<file path="config.mk">
export PLATFORM = sky130hd
export DESIGN_NAME = multi_cycle_ctrl_flat
export DESIGN_NICKNAME = d
export VERILOG_FILES = /design/src/rtl/multi_cycle_ctrl_pkg.sv /design/src/rtl/multi_cycle_ctrl_if.sv /design/src/rtl/multi_cycle_ctrl_opdecode.sv /design/src/rtl/multi_cycle_ctrl.sv /design/src/flat_wrapper.sv
export SDC_FILE = /design/constraint.sdc
export NUM_CORES = 1
export LEC_CHECK = 0
export CAP_MARGIN = 20
export CORE_MARGIN = 2
export CORE_UTILIZATION = 53
export CTS_BUF_LIST = sky130_fd_sc_hd__clkbuf_4 sky130_fd_sc_hd__clkbuf_8
export CTS_CLUSTER_DIAMETER = 30
export DETAILED_ROUTE_END_ITERATION = 8
export PLACE_DENSITY = 0.87
export SETUP_SLACK_MARGIN = 0.2
export SYNTH_ARGS = -nofsm -noshare
export SYNTH_HDL_FRONTEND = slang
export SYNTH_HIERARCHICAL = 1
export SYNTH_SLANG_ARGS = --single-unit
</file>
<file path="constraint.sdc">
create_clock -name clk -period 5.6 [get_ports clk]
set_input_delay 0.56 -clock clk [delete_from_list [all_inputs] [get_ports clk]]
set_output_delay 0.56 -clock clk [all_outputs]
set_load 0.05 [all_outputs]
</file>
<file path="src/rtl/multi_cycle_ctrl_pkg.sv">
// ctrl_pkg: shared definitions for the multi-cycle control sequencer.
//   - state_t      : sequencer state encodings (exported on the debug port)
//   - OP_*         : supported opcode values (IR[31:26])
//   - opclass_t    : decoded instruction class latched in DECODE
//   - ALUOP_*/PCSRC_* : ALUOp and PCSource codes
//   - ctrl_out_t / decode_outputs : state/class-to-control decode
package ctrl_pkg;

  typedef enum logic [3:0] {
    S_IDLE   = 4'd0,
    S_FETCH  = 4'd1,
    S_DECODE = 4'd2,
    S_EXEC   = 4'd3,
    S_MEM    = 4'd4,
    S_WB     = 4'd5,
    S_BRANCH = 4'd6,
    S_JUMP   = 4'd7,
    S_TRAP   = 4'd8
  } state_t;

  localparam logic [5:0] OP_RTYPE = 6'b000000;
  localparam logic [5:0] OP_LW    = 6'b100011;
  localparam logic [5:0] OP_SW    = 6'b101011;
  localparam logic [5:0] OP_BEQ   = 6'b000100;
  localparam logic [5:0] OP_ADDI  = 6'b001000;
  localparam logic [5:0] OP_J     = 6'b000010;

  typedef enum logic [2:0] {
    OC_ILL  = 3'd0,
    OC_R    = 3'd1,
    OC_LW   = 3'd2,
    OC_SW   = 3'd3,
    OC_ADDI = 3'd4,
    OC_BEQ  = 3'd5,
    OC_J    = 3'd6
  } opclass_t;

  localparam logic [1:0] ALUOP_ADD   = 2'b00;
  localparam logic [1:0] ALUOP_SUB   = 2'b01;
  localparam logic [1:0] ALUOP_FUNCT = 2'b10;

  localparam logic [1:0] PCSRC_SEQ = 2'b00;
  localparam logic [1:0] PCSRC_BR  = 2'b01;
  localparam logic [1:0] PCSRC_JMP = 2'b10;

  // Moore part of the control word; IRWrite and the FETCH PCWrite are
  // handled separately because they follow mem_ready combinationally.
  typedef struct packed {
    logic       alu_src;
    logic [1:0] alu_op;
    logic       reg_dst;
    logic       mem_to_reg;
    logic       reg_write;
    logic       mem_read;
    logic       mem_write;
    logic       pc_write;
    logic       pc_write_cond;
    logic [1:0] pc_source;
  } ctrl_out_t;

  function automatic ctrl_out_t decode_outputs(input state_t st, input opclass_t oc);
    ctrl_out_t o;
    o = '0;
    case (st)
      S_FETCH: begin
        o.mem_read  = 1'b1;
        o.pc_source = PCSRC_SEQ;
      end
      S_EXEC: begin
        if (oc == OC_R) begin
          o.alu_src = 1'b0;
          o.alu_op  = ALUOP_FUNCT;
        end else begin
          o.alu_src = 1'b1;
          o.alu_op  = ALUOP_ADD;
        end
      end
      S_MEM: begin
        o.mem_read  = (oc == OC_LW);
        o.mem_write = (oc == OC_SW);
      end
      S_WB: begin
        o.reg_write  = 1'b1;
        o.reg_dst    = (oc == OC_R);
        o.mem_to_reg = (oc == OC_LW);
      end
      S_BRANCH: begin
        o.alu_src       = 1'b0;
        o.alu_op        = ALUOP_SUB;
        o.pc_write_cond = 1'b1;
        o.pc_source     = PCSRC_BR;
      end
      S_JUMP: begin
        o.pc_write  = 1'b1;
        o.pc_source = PCSRC_JMP;
      end
      default: o = '0;
    endcase
    return o;
  endfunction

endpackage

</file>
<file path="src/rtl/multi_cycle_ctrl_if.sv">
// multi_cycle_ctrl_if: control-sequencer bus between datapath and controller.
//   Datapath -> controller : run, opcode, mem_ready
//   Controller -> datapath : ALUSrc, ALUOp, RegDst, MemtoReg, RegWrite,
//                            MemRead, MemWrite, IRWrite, PCWrite, PCWriteCond,
//                            PCSource, state (debug), illegal_op
//   modport master : datapath / stimulus side
//   modport slave  : controller side
interface multi_cycle_ctrl_if;
  logic       run;
  logic [5:0] opcode;
  logic       mem_ready;
  logic       ALUSrc;
  logic [1:0] ALUOp;
  logic       RegDst;
  logic       MemtoReg;
  logic       RegWrite;
  logic       MemRead;
  logic       MemWrite;
  logic       IRWrite;
  logic       PCWrite;
  logic       PCWriteCond;
  logic [1:0] PCSource;
  logic [3:0] state;
  logic       illegal_op;

  modport master (
    output run, opcode, mem_ready,
    input  ALUSrc, ALUOp, RegDst, MemtoReg, RegWrite, MemRead, MemWrite,
           IRWrite, PCWrite, PCWriteCond, PCSource, state, illegal_op
  );

  modport slave (
    input  run, opcode, mem_ready,
    output ALUSrc, ALUOp, RegDst, MemtoReg, RegWrite, MemRead, MemWrite,
           IRWrite, PCWrite, PCWriteCond, PCSource, state, illegal_op
  );
endinterface

</file>
<file path="src/rtl/multi_cycle_ctrl_opdecode.sv">
// ctrl_opdecode: combinational opcode (IR[31:26]) to instruction-class decoder.
//   i_opcode : opcode field
//   o_class  : decoded class; anything unsupported maps to OC_ILL
module ctrl_opdecode
  import ctrl_pkg::*;
(
  input  logic [5:0] i_opcode,
  output opclass_t   o_class
);
  always_comb begin
    o_class = OC_ILL;
    case (i_opcode)
      OP_RTYPE: o_class = OC_R;
      OP_LW:    o_class = OC_LW;
      OP_SW:    o_class = OC_SW;
      OP_ADDI:  o_class = OC_ADDI;
      OP_BEQ:   o_class = OC_BEQ;
      OP_J:     o_class = OC_J;
      default:  o_class = OC_ILL;
    endcase
  end
endmodule

</file>
<file path="src/rtl/multi_cycle_ctrl.sv">
// multi_cycle_ctrl: multi-cycle control sequencer (FETCH/DECODE/EXEC/MEM/WB,
// BRANCH, JUMP, TRAP) driving shared-ALU / shared-memory datapath controls.
//   clk   : rising-edge clock
//   reset : asynchronous active-high reset, forces IDLE and clears all outputs
//   bus   : multi_cycle_ctrl_if.slave (run/opcode/mem_ready in, controls out)
// Build option: define CTRL_ILLEGAL_TRAP_EN to trap unsupported opcodes in
// TRAP with a sticky illegal_op; otherwise they execute as a NOP.
module multi_cycle_ctrl
  import ctrl_pkg::*;
(
  input logic              clk,
  input logic              reset,
  multi_cycle_ctrl_if.slave bus
);
  state_t    r_state;
  state_t    w_nxt_state;
  state_t    w_boundary;
  opclass_t  r_class;
  opclass_t  w_nxt_class;
  opclass_t  w_dec_class;
  ctrl_out_t r_out;
  ctrl_out_t w_nxt_out;
  logic      w_fetch_ack;

  ctrl_opdecode u_opdecode (
    .i_opcode (bus.opcode),
    .o_class  (w_dec_class)
  );

  always_comb begin
    w_boundary  = bus.run ? S_FETCH : S_IDLE;
    w_nxt_class = (r_state == S_DECODE) ? w_dec_class : r_class;
    w_nxt_state = r_state;
    case (r_state)
      S_IDLE:  w_nxt_state = bus.run ? S_FETCH : S_IDLE;
      S_FETCH: w_nxt_state = bus.mem_ready ? S_DECODE : S_FETCH;
      S_DECODE: begin
        case (w_dec_class)
          OC_R, OC_LW, OC_SW, OC_ADDI: w_nxt_state = S_EXEC;
          OC_BEQ:                      w_nxt_state = S_BRANCH;
          OC_J:                        w_nxt_state = S_JUMP;
`ifdef CTRL_ILLEGAL_TRAP_EN
          default:                     w_nxt_state = S_TRAP;
`else
          default:                     w_nxt_state = w_boundary;
`endif
        endcase
      end
      S_EXEC: w_nxt_state = (r_class == OC_LW || r_class == OC_SW) ? S_MEM : S_WB;
      S_MEM: begin
        if (bus.mem_ready)
          w_nxt_state = (r_class == OC_LW) ? S_WB : w_boundary;
      end
      S_WB, S_BRANCH, S_JUMP: w_nxt_state = w_boundary;
      S_TRAP:  w_nxt_state = S_TRAP;
      default: w_nxt_state = S_IDLE;
    endcase
    // Outputs are registered, so they are decoded from the state being entered.
    w_nxt_out = decode_outputs(w_nxt_state, w_nxt_class);
  end

  always_ff @(posedge clk or posedge reset) begin
    if (reset) begin
      r_state <= S_IDLE;
      r_class <= OC_ILL;
      r_out   <= '0;
    end else begin
      r_state <= w_nxt_state;
      r_class <= w_nxt_class;
      r_out   <= w_nxt_out;
    end
  end

`ifdef CTRL_ILLEGAL_TRAP_EN
  logic r_illegal;
  always_ff @(posedge clk or posedge reset) begin
    if (reset)
      r_illegal <= 1'b0;
    else if (w_nxt_state == S_TRAP)
      r_illegal <= 1'b1;
  end
  assign bus.illegal_op = r_illegal;
`else
  assign bus.illegal_op = 1'b0;
`endif

  // IR load and PC+4 update happen in the cycle memory delivers the word.
  assign w_fetch_ack = (r_state == S_FETCH) && bus.mem_ready;

  assign bus.ALUSrc      = r_out.alu_src;
  assign bus.ALUOp       = r_out.alu_op;
  assign bus.RegDst      = r_out.reg_dst;
  assign bus.MemtoReg    = r_out.mem_to_reg;
  assign bus.RegWrite    = r_out.reg_write;
  assign bus.MemRead     = r_out.mem_read;
  assign bus.MemWrite    = r_out.mem_write;
  assign bus.IRWrite     = w_fetch_ack;
  assign bus.PCWrite     = r_out.pc_write | w_fetch_ack;
  assign bus.PCWriteCond = r_out.pc_write_cond;
  assign bus.PCSource    = r_out.pc_source;
  assign bus.state       = r_state;
endmodule

</file>
<file path="src/flat_wrapper.sv">
// flat-port wrapper written by rule: the top's interface ports become plain ports
module multi_cycle_ctrl_flat import ctrl_pkg::*;
  (clk, reset, bus_run, bus_opcode, bus_mem_ready, bus_ALUSrc, bus_ALUOp, bus_RegDst, bus_MemtoReg, bus_RegWrite, bus_MemRead, bus_MemWrite, bus_IRWrite, bus_PCWrite, bus_PCWriteCond, bus_PCSource, bus_state, bus_illegal_op);
  multi_cycle_ctrl_if bus_i ();
  input logic clk;
  input logic reset;
  input wire logic [$bits(bus_i.run)-1:0] bus_run;
  input wire logic [$bits(bus_i.opcode)-1:0] bus_opcode;
  input wire logic [$bits(bus_i.mem_ready)-1:0] bus_mem_ready;
  output wire logic [$bits(bus_i.ALUSrc)-1:0] bus_ALUSrc;
  output wire logic [$bits(bus_i.ALUOp)-1:0] bus_ALUOp;
  output wire logic [$bits(bus_i.RegDst)-1:0] bus_RegDst;
  output wire logic [$bits(bus_i.MemtoReg)-1:0] bus_MemtoReg;
  output wire logic [$bits(bus_i.RegWrite)-1:0] bus_RegWrite;
  output wire logic [$bits(bus_i.MemRead)-1:0] bus_MemRead;
  output wire logic [$bits(bus_i.MemWrite)-1:0] bus_MemWrite;
  output wire logic [$bits(bus_i.IRWrite)-1:0] bus_IRWrite;
  output wire logic [$bits(bus_i.PCWrite)-1:0] bus_PCWrite;
  output wire logic [$bits(bus_i.PCWriteCond)-1:0] bus_PCWriteCond;
  output wire logic [$bits(bus_i.PCSource)-1:0] bus_PCSource;
  output wire logic [$bits(bus_i.state)-1:0] bus_state;
  output wire logic [$bits(bus_i.illegal_op)-1:0] bus_illegal_op;
  assign bus_i.run = bus_run;
  assign bus_i.opcode = bus_opcode;
  assign bus_i.mem_ready = bus_mem_ready;
  assign bus_ALUSrc = bus_i.ALUSrc;
  assign bus_ALUOp = bus_i.ALUOp;
  assign bus_RegDst = bus_i.RegDst;
  assign bus_MemtoReg = bus_i.MemtoReg;
  assign bus_RegWrite = bus_i.RegWrite;
  assign bus_MemRead = bus_i.MemRead;
  assign bus_MemWrite = bus_i.MemWrite;
  assign bus_IRWrite = bus_i.IRWrite;
  assign bus_PCWrite = bus_i.PCWrite;
  assign bus_PCWriteCond = bus_i.PCWriteCond;
  assign bus_PCSource = bus_i.PCSource;
  assign bus_state = bus_i.state;
  assign bus_illegal_op = bus_i.illegal_op;
  multi_cycle_ctrl u_core (.clk(clk), .reset(reset), .bus(bus_i));
endmodule
</file>
==> results by stage <==
Finish:
- The area of all placed cells without fillers is between 1000 and 1500 um2.
- In the final design database the tool counted ~140 nets.
- The layout-stage area growth over the synthesis result is 24.5%.
- The antenna diode count is 0.
- The proportion of layout cells with a drive suffix above 1 is 11.1%.
- For this run, the share of the core covered by cells in the final layout is a little under three quarters.

Critical path:
- The capturing element type of the critical path is a primary output.
- The data arrival time at the worst-slack endpoint is 2.64 ns.
- Data on the critical path is required at its endpoint by 5.04 ns.
- The worst register-to-register path begins at u_core/r_class[2].
- The number of cells on the worst reg-to-reg path is 5.
- The worst setup path is of the in -> out kind.
- Setup slack on the worst reg-to-reg path comes out at roughly 3.6 ns.
- The startpoint kind of the worst setup timing path is an input pin.
- The critical register-to-register path endpoint is u_core/bus.MemRead.
- The largest fanout of any net on the critical path is 3.

CTS:
- The tree is rooted in a sky130_fd_sc_hd__clkbuf_4.
- The clock net sink count is 17.
- The post-CTS setup repair buffer count is 0.
- Clock latency on the worst-skew pair, taken at its later pin, is 0.29 ns.
- Clock-pin slew was measured on the worst setup and hold paths at 0.11 ns.
- TritonCTS built the clock tree.
- Counting along the longest clock path gives a buffer depth of 2.
- Buffers inserted during clock tree synthesis total 3.
- The count of hold-fix buffers inserted at cts is 0.
- CTS built an H-tree with a depth of 1.
- Post-CTS repair changed the size of 0 cells.

Route:
- For this run, the detailed router's first-pass iteration total came to 4.
- The routed layout has 822 vias.
- After detailed routing, the number of remaining DRC violations is 0.
- The average wire per cell in the routed design is 14.0 um.
- The post-route antenna net violation count is 0.
- After detailed routing, the number of vias per cell comes to 5.44.
- The final wirelength is 2.11 mm.
- After the first detailed-routing iteration, the DRC count stood at 14.

Power:
- The highest ir drop seen on vdd is 0.228 mV.
- Summed over all cells, the static leakage comes to about 0.53 nW.
- Dividing total power by cell area gives a power density of around 420 nW/um2.

Timing:
- In this run the tightest slew margin relative to its limit is 55.9%.
- The number of failing hold endpoints at the final stage is 0.
- For the pin with the worst max-slew slack, the measured transition is 0.661 ns.
- The clock tree skew after final layout is between 0.005 and 0.006 ns.
- The worst hold slack is 0.551 ns.
- The maximum frequency from static timing analysis is about 310 MHz.
- The final clock period utilization by the worst path is 57.2%.
- The shortest clock period the worst path allows after layout is around 3.2 ns.
- The setup TNS is 0 ns.
- Setup repair after global routing left no endpoint under its margin.
- Setup violations remaining at the end of the flow were counted as 0.
- The number of slew-limit violations in the final report is 0.
- Across all setup checks in the final design, the least slack found is 2.40 ns.

Status:
- The flow ran to the end, and the final reports show no timing, DRC or antenna violations.

Logic synthesis:
- The post-synthesis sequential area ratio is a little over two fifths.
- The yosys synthesis warning count is 6.
- The number of instances in the synthesized netlist is 106.
- The most frequently used flop master after synthesis is sky130_fd_sc_hd__dfrtp_1.
- Counting flops with a built-in enable in the synthesized netlist gives 0.
- The synthesized area is 1000 um2.
- The number of register bits inferred by synthesis is 17.
- The post-synthesis average cell area is 9.45 um2.
- The number of nets handed over by synthesis was 116.
- The number of different library cells used by synthesis comes to between 40 and 50.
- The fraction of synthesis flops using an asynchronous set or reset pin is 100%.

Hold path:
- In this run the most critical hold path is launched from u_core/r_class[1].
- The min-delay analysis places its worst path in the category reg -> reg.
- The number of instances on the worst hold path is 2.
- The path with the worst hold slack has its endpoint at u_core/r_class[1].

Global routing:
- Global routing used 21.6% of the available tracks.
- Entering global routing, the biggest net connects 18 pins.
- The via count of the first global-routing pass is 799.
- Summed over all layers, the global routing overflow is 0.
- The initial antenna violation count was 0.
- The wire length of the first global-routing pass is 3.37 mm.

Die:
- The horizontal extent of the die is 47.5 um.
- The initialized floorplan defines 15 standard-cell rows.
- 28 I/O pins were placed.
- Measured along the y axis, the die boundary spans 47.5 um.
- The total area inside the core boundary comes to 1750 um2.
- The floorplan step defined a die boundary enclosing 2250 um2.
- The effective utilization at floorplan is 57.4%.

Place:
- In this run the tool buffered the top-level ports with 26 buffer cells.
- The HPWL after detailed placement is 1.60 mm.
- Routability-driven placement finished with a final weighted congestion of roughly 0.86.
- The worst slack at placement is 2.23 ns.
- The placed standard-cell area is ~1200 um2.

Run:
- Across the run, the number of max-cap violations was 0.
-- layout make-up --
class | instances | area [um2]
fillers | 139 | 498
multi-input cells | 75 | 487
flip-flops and latches | 17 | 425
repair buffers | 27 | 265
well taps | 25 | 31.3
clock buffers | 3 | 22.5
inverters | 3 | 11.3
clock inverters | 1 | 5.00
-- per-stage QoR --
step | power [W] | instances
after global placement | 0.000444 | 146
after floorplan | 0.000385 | 106
after detailed placement | 0.000456 | 146
after CTS | 0.000522 | 150
final | 0.000521 | 151
after global routing | 0.000548 | 151
-- cells in the mapped netlist (3+ instances only) --
cell	instances	area (um2)
sky130_fd_sc_hd__dfrtp_1	17	425
sky130_fd_sc_hd__nand2_1	14	52.6
sky130_fd_sc_hd__nor2_1	10	37.5
sky130_fd_sc_hd__buf_4	6	45.0
sky130_fd_sc_hd__nor3b_1	6	45.0
sky130_fd_sc_hd__a21oi_1	5	25.0
sky130_fd_sc_hd__inv_1	3	11.3
sky130_fd_sc_hd__nor3_1	3	15.0
-- layer usage --
layer	part of all wire, %	GRT usage (%)	vias to the layer above	wire [um]
li1	-	-	405	-
met1	42	26.8	383	887
met2	51	38.1	30	1070
met3	6.5	3.77	4	137
met4	0.85	6.67	0	18
met5	0	0	-	0
-- power breakdown --
group	leakage, nW	internal (W)	total [W]	switching [W]
registers	0.232	0.000147	0.000180	0.0000332
logic	0.283	0.000105	0.000274	0.000169
clock network	0.0177	0.0000265	0.0000662	0.0000397
total	0.533	0.000279	0.000521	0.000242
-- layout by cell type, fill, tap and decap left out, types with 2 or more instances in the layout --
cell / netlist / final
sky130_fd_sc_hd__a21oi_1: 5 / 5
sky130_fd_sc_hd__clkbuf_4: 0 / 3
sky130_fd_sc_hd__clkdlybuf4s50_1: 0 / 26
sky130_fd_sc_hd__dfrtp_1: 17 / 17
sky130_fd_sc_hd__inv_1: 3 / 3
sky130_fd_sc_hd__nand2_1: 14 / 14
sky130_fd_sc_hd__nor2_1: 10 / 10
sky130_fd_sc_hd__nor2b_1: 2 / 2
sky130_fd_sc_hd__nor3_1: 3 / 3
sky130_fd_sc_hd__nor3b_1: 6 / 6
sky130_fd_sc_hd__nor4_1: 2 / 2
sky130_fd_sc_hd__nor4b_1: 2 / 2
sky130_fd_sc_hd__nor4b_2: 2 / 2
sky130_fd_sc_hd__o21ai_0: 2 / 2
sky130_fd_sc_hd__or3_1: 2 / 2
sky130_fd_sc_hd__xor2_1: 2 / 2
-- logic make-up (layout without fill, tap and decap cells) --
kind of cell,Yosys count,after routing,synth area share (%)
mux,1,1,1.50
other cells,1,1,0.374
buf+inv,14,34,8.99
simple gates,55,55,33.6
compound gates,15,15,10.5
xor+xnor,3,3,2.62
flops,17,17,42.4
-- critical path: stages --
cell	delay, ns
sky130_fd_sc_hd__clkdlybuf4s50_1	0.48
sky130_fd_sc_hd__nand2b_1	0.08
sky130_fd_sc_hd__nor4b_1	0.51
sky130_fd_sc_hd__or2_2	0.20
sky130_fd_sc_hd__clkdlybuf4s50_1	0.80
-- registers in the layout, summed over array words and instances, names as in the netlist --
signal and flops:
u_core/bus.RegDst 1, u_core/bus.state 4, u_core/bus.MemRead 1, u_core/bus.PCSource 1, u_core/bus.ALUOp 1, u_core/r_class 3, u_core/bus.MemtoReg 1, u_core/bus.PCWriteCond 1
u_core/bus.ALUSrc 1, u_core/bus.MemWrite 1, u_core/r_out 1, u_core/bus.RegWrite 1
-- worst max-delay path by stage --
stage | start | to | slack (ns) | cells after the start
floorplan | u_core/bus.state[1] | bus_PCWrite | 1.92 | 3
detailed placement | bus_opcode[0] | u_core/bus.MemRead | 2.23 | 8
global placement | bus_opcode[0] | u_core/bus.MemRead | 2.35 | 8
CTS | bus_mem_ready | bus_PCWrite | 2.38 | 5
global route | bus_mem_ready | bus_PCWrite | 2.33 | 5
finish | bus_mem_ready | bus_PCWrite | 2.40 | 5
Note: power is estimated with default switching activity, not from simulation.
